--- config.mk ---
export PLATFORM = sky130hd
export DESIGN_NAME = uart_tx_fifo
export DESIGN_NICKNAME = d
export VERILOG_FILES = /design/src/rtl/uart_tx_fifo.sv
export SDC_FILE = /design/constraint.sdc
export NUM_CORES = 1
export LEC_CHECK = 0
export BUFFER_PORTS_ARGS = -buffer_cell sky130_fd_sc_hd__buf_2
export CAP_MARGIN = 10
export CORE_MARGIN = 3
export CORE_UTILIZATION = 30
export DETAILED_ROUTE_END_ITERATION = 8
export HOLD_SLACK_MARGIN = 0.05
export MAX_ROUTING_LAYER = met4
export PLACE_DENSITY_LB_ADDON = 0.25
export SLEW_MARGIN = 20
export SYNTH_ARGS = -nofsm -noshare
export SYNTH_HDL_FRONTEND = slang
export SYNTH_SLANG_ARGS = --single-unit
--- constraint.sdc ---
create_clock -name clk -period 3.8 [get_ports clk]
set_input_delay 0.19 -clock clk [delete_from_list [all_inputs] [get_ports clk]]
set_output_delay 0.19 -clock clk [all_outputs]
set_load 0.005 [all_outputs]
--- src/rtl/uart_tx_fifo.sv ---
`default_nettype none
// ============================================================================
// uart_tx_fifo : UART transmitter with configurable framing and a write FIFO
// Revision     : 1.0
// ============================================================================
module uart_tx_fifo #(
  parameter int BAUD_DIV   = 434,
  parameter int DATA_BITS  = 8,
  parameter int FIFO_DEPTH = 4
) (
  input  logic                 clk,
  input  logic                 rst_n,
  input  logic                 trmt,
  input  logic [DATA_BITS-1:0] tx_data,
  input  logic                 par_en,
  input  logic                 par_odd,
  input  logic                 two_stop,
  output logic                 TX,
  output logic                 tx_done,
  output logic                 busy,
  output logic                 fifo_full,
  output logic                 overrun
);

  localparam int              AW        = $clog2(FIFO_DEPTH);
  localparam int              CW        = AW + 1;
  localparam logic [15:0]     BAUD_LAST = 16'(BAUD_DIV - 1);
  localparam logic [2:0]      DBIT_LAST = 3'(DATA_BITS - 1);
  localparam logic [CW-1:0]   DEPTH_C   = CW'(FIFO_DEPTH);

  typedef enum logic [2:0] {
    IDLE   = 3'd0,
    START  = 3'd1,
    DATA   = 3'd2,
    PARITY = 3'd3,
    STOP   = 3'd4
  } state_t;

  state_t               state_q, state_d;
  logic [DATA_BITS-1:0] mem_q [FIFO_DEPTH];
  logic [AW-1:0]        wr_ptr_q, rd_ptr_q;
  logic [CW-1:0]        count_q, count_d;
  logic [DATA_BITS-1:0] sh_q, sh_d;
  logic [15:0]          baud_q, baud_d;
  logic [2:0]           bit_q, bit_d;
  logic                 par_en_q, par_en_d;
  logic                 par_bit_q, par_bit_d;
  logic                 two_stop_q, two_stop_d;
  logic                 tx_q, tx_d;
  logic                 done_q, done_d;
  logic                 ovr_q;
  logic                 push, pop, tick, frame_end;

  // Fullness is judged on the registered count, so a same-cycle pop never frees a slot.
  assign fifo_full = (count_q == DEPTH_C);
  assign push      = trmt & ~fifo_full;
  assign tick      = (baud_q == BAUD_LAST);

  assign TX        = tx_q;
  assign tx_done   = done_q;
  assign busy      = (state_q != IDLE) || (count_q != '0);
  assign overrun   = ovr_q;

  always_comb begin
    state_d    = state_q;
    baud_d     = baud_q;
    bit_d      = bit_q;
    sh_d       = sh_q;
    tx_d       = tx_q;
    par_en_d   = par_en_q;
    par_bit_d  = par_bit_q;
    two_stop_d = two_stop_q;
    pop        = 1'b0;
    frame_end  = 1'b0;

    if (state_q != IDLE) begin
      baud_d = tick ? 16'd0 : baud_q + 16'd1;
    end

    case (state_q)
      IDLE: tx_d = 1'b1;
      START: begin
        if (tick) begin
          state_d = DATA;
          tx_d    = sh_q[0];
        end
      end
      DATA: begin
        if (tick) begin
          if (bit_q == DBIT_LAST) begin
            bit_d = 3'd0;
            if (par_en_q) begin
              state_d = PARITY;
              tx_d    = par_bit_q;
            end else begin
              state_d = STOP;
              tx_d    = 1'b1;
            end
          end else begin
            bit_d = bit_q + 3'd1;
            sh_d  = sh_q >> 1;
            tx_d  = sh_q[1];
          end
        end
      end
      PARITY: begin
        if (tick) begin
          state_d = STOP;
          tx_d    = 1'b1;
        end
      end
      STOP: begin
        if (tick) begin
          if (two_stop_q && (bit_q == 3'd0)) begin
            bit_d = 3'd1;
          end else begin
            frame_end = 1'b1;
            bit_d     = 3'd0;
            state_d   = IDLE;
            tx_d      = 1'b1;
          end
        end
      end
      default: begin
        state_d = IDLE;
        tx_d    = 1'b1;
      end
    endcase

    // Framing options are captured with the word so mid-frame changes wait for the next frame.
    if (((state_q == IDLE) || frame_end) && (count_q != '0)) begin
      pop        = 1'b1;
      state_d    = START;
      baud_d     = 16'd0;
      bit_d      = 3'd0;
      tx_d       = 1'b0;
      sh_d       = mem_q[rd_ptr_q];
      par_en_d   = par_en;
      par_bit_d  = (^mem_q[rd_ptr_q]) ^ par_odd;
      two_stop_d = two_stop;
    end

    count_d = count_q + CW'(push) - CW'(pop);

    if (push) begin
      done_d = 1'b0;
    end else if (frame_end && (count_q == '0)) begin
      done_d = 1'b1;
    end else begin
      done_d = done_q;
    end
  end

  always_ff @(posedge clk or negedge rst_n) begin
    if (!rst_n) begin
      state_q    <= IDLE;
      wr_ptr_q   <= '0;
      rd_ptr_q   <= '0;
      count_q    <= '0;
      sh_q       <= '0;
      baud_q     <= '0;
      bit_q      <= '0;
      par_en_q   <= 1'b0;
      par_bit_q  <= 1'b0;
      two_stop_q <= 1'b0;
      tx_q       <= 1'b1;
      done_q     <= 1'b0;
      ovr_q      <= 1'b0;
    end else begin
      state_q    <= state_d;
      count_q    <= count_d;
      sh_q       <= sh_d;
      baud_q     <= baud_d;
      bit_q      <= bit_d;
      par_en_q   <= par_en_d;
      par_bit_q  <= par_bit_d;
      two_stop_q <= two_stop_d;
      tx_q       <= tx_d;
      done_q     <= done_d;
      ovr_q      <= trmt & fifo_full;
      if (push) wr_ptr_q <= wr_ptr_q + AW'(1);
      if (pop)  rd_ptr_q <= rd_ptr_q + AW'(1);
    end
  end

  always_ff @(posedge clk) begin
    if (push) mem_q[wr_ptr_q] <= tx_data;
  end

endmodule
`default_nettype wire

==> run_results.csv <==
group,metric,value,unit
layout,fin_util,0.356,
critical_path,cp-end-kind,"flop",
routing,via_per_inst,4.70,
critical_path,critical_path.max_fanout,13,
synthesis,synth_ff_type,"dfrtp_1",
placed_design,port_buffers,18,
sta,hold_viol_final,0,
clock_network,cts_tree,"yes",
synthesis,synth_seq_cells,75,
sta,finClkSkew,4.79,ps
power_and_ir_drop,powerDensity,497,nW/µm²
critical_path,start_kind,"flop",
clock_network,cts.sink_count,75,
sta,max_freq,322,MHz
grt,grt_pass1_wl,11100,µm
grt,grt_use_total,0.111,
sta,rsz0062_at_grt,"false",
routing,drt-total-wl,6450,µm
synthesis,synth.distinct_cells,50,
routing,dr.pass1.iters,4,
sta,period_minus_slack,3100,ps
clock_network,clock_path_buffers,2,
power_and_ir_drop,p_leak,1.73,nW
critical_path,reg2reg_from,"baud_q[1]$_DFFE_PN0P_",
layout,area_growth,14.0,%
hold_path,min_path_type,"in2reg",
outcome,outcome,"completed",
clock_network,cts-buffers-inserted,9,
critical_path,cp.arrival,3320,ps
layout,final_common_cell,"dfrtp_1",
layout,diodes,0,
clock_network,cts_resized,0,
layout,final_layout_size_suffix_gt1_frac,0.238,
layout,nets,319,
critical_path,critical_path_class,"reg2reg",
synthesis,syn_inst,272,
routing,vias,2073,
sta,fin_setup_tns,0,ps
placed_design,gp_congestion,0.700,
sta,finalSetupViolations,0,
floorplanning,fp.dieH,116,µm
synthesis,avgSynthCellArea,13.3,µm²
critical_path,setup.worst_path.start,"baud_q[1]$_DFFE_PN0P_",
floorplanning,io_pins,19,
floorplanning,die_w,116,µm
routing,drt_iter0_markers,109,
sta,relSlewSlack,0.369,
grt,antenna_found_initial,0,
critical_path,rrSetupSlack,700,ps
power_and_ir_drop,power,0.00206,W
floorplanning,rows,39,
routing,drc,0,
clock_network,cts_max_level,3,
critical_path,ff2ff_path_depth,12,
routing,wl_per_cell,14.6,µm
run,cap_violations,0,
clock_network,cts_root_buffer,"clkbuf_16",
critical_path,crit_path_end,"count_q[2]$_DFF_PN0_",
floorplanning,die_area,13500,µm²
sta,slew_violations,0,
grt,grt_overflow,0,
clock_network,post-cts-setup-buffers,0,
grt,grt_max_degree,44,
placed_design,postPlaceCellArea,3860,µm²
synthesis,synth_edf_count,32,
floorplanning,core,11600,µm²
hold_path,whs_path_depth,1,
critical_path,timing.rr.end,"count_q[2]$_DFF_PN0_",
layout,fin_area,4140,µm²
critical_path,crit_required,4020,ps
synthesis,syn_nets,298,
grt,grt_pass1_vias,2143,
sta,worst_pin_slew,947,ps
synthesis,synth_area,3630,µm²
layout,most-common-layout-cells,"dfrtp_1, edfxtp_1, nor2_1",
floorplanning,initial_utilization,0.313,
synthesis,ys.warnings.count,0,
synthesis,ys_seq_area_frac,0.561,
synthesis,async_reset_ff_frac,0.573,
power_and_ir_drop,vdd_drop_max,0.000190,V
sta,fin_crit_sh,0.817,
clock_network,clock_latency,340,ps
placed_design,hpwl,4410,µm
routing,ant_nets,0,
clock_network,cts.clk_slew.worst_paths,60,ps
[report_power, final]
group          switching [W]  total, W  internal (W)  leakage [nW]
Clock               0.000330  0.000771      0.000441         0.128
Sequential         0.0000424  0.000998      0.000955         0.833
Combinational       0.000163  0.000288      0.000125         0.771
Total               0.000535   0.00206       0.00152          1.73
[sequential cells by signal, indices dropped and copies added, names as in the netlist, 2 cells and up]
register	cells
rd_ptr_q	2
baud_q	16
wr_ptr_q	2
count_q	3
mem_q	32
bit_q	3
sh_q	8
state_q	3
[worst min-delay path by stage]
stage / slack, ps / start / end
after floorplan: -110 / rst_n / baud_q[0]$_DFFE_PN0P_
after global placement: 410 / tx_data[5] / mem_q[3][5]$_DFFE_PP_
after detailed placement: 410 / rst_n / baud_q[12]$_DFFE_PN0P_
after CTS: 60 / tx_data[4] / mem_q[1][4]$_DFFE_PP_
after global routing: 70 / tx_data[4] / mem_q[1][4]$_DFFE_PP_
final: 70 / tx_data[4] / mem_q[1][4]$_DFFE_PP_
[stage by stage]
step                worst slack [ps]  hold slack, ps  cells
floorplan                       1050            -106    272
global placement                 818             405    424
detailed placement               690             409    424
CTS                              664            57.7    441
global route                     456            65.0    441
finish                           697            70.0    441
[cells in the mapped netlist, drive strengths merged (2+ instances only)]
cell	number	area, µm²
o31ai	2	15.0
nand3	4	20.0
a31oi	2	12.5
ha	11	138
dfrtp	42	1050
buf	3	21.3
a21oi	8	40.0
inv	14	52.6
nor4	3	33.8
and2	2	12.5
and3	8	50.1
nand4	3	33.8
nand2	16	62.6
xor2	8	70.1
edfxtp	32	961
and4	2	17.5
nor3b	2	15.0
clkbuf	6	22.5
o21ai	7	35.0
nand2b	3	18.8
nor3	8	45.0
nor2	22	82.6
mux4	8	180
xnor2	17	149
mux2	21	289
o22ai	2	12.5
[critical path: stages, from the launching register on]
cell and delay, ps:
dfrtp_1 400, inv_1 80, ha_1 150, nor4b_4 230, nand4_4 220, o21ai_1 500, nand2_2 380, inv_1 140
ha_1 130, inv_1 40, ha_1 180, fa_1 380, xnor2_1 140
[layer usage]
| layer | global-route usage | part of all wire | vias up |
|---|---|---|---|
| met4 | 0.0557 | 0.025 | 0 |
| met2 | 0.151 | 0.44 | 20 |
| met1 | 0.154 | 0.51 | 1021 |
| met5 | - | 0 | - |
| li1 | - | - | 1022 |
| met3 | 0.0272 | 0.025 | 10 |
[cell type report]
class / instances / area, µm²
clock buffers: 10 / 229
flip-flops and latches: 75 / 2040
multi-input cells: 174 / 1500
fillers: 1125 / 7480
well taps: 143 / 179
clock inverters: 6 / 42.5
repair buffers: 19 / 100
inverters: 14 / 52.6
[cells by family (layout without fill, tap and decap cells)]
group	count (synthesis)	in the layout	synth area share
muxes	29	29	0.129
buffers and inverters	23	49	0.0265
AOI/OAI and AO/OA	29	29	0.0500
xor gates and xnor gates	26	26	0.0665
adders and majority gates	12	12	0.0434
and+or+nand+nor	78	78	0.123
DFF	75	75	0.561
[repair_timing]
action / 4_1_cts / 5_1_grt
endpoints found under the setup margin: 0 / 0
hold endpoints to repair: 13 / 0
hold buffers: 1 / 0
Power figures use the tool's default switching activity.
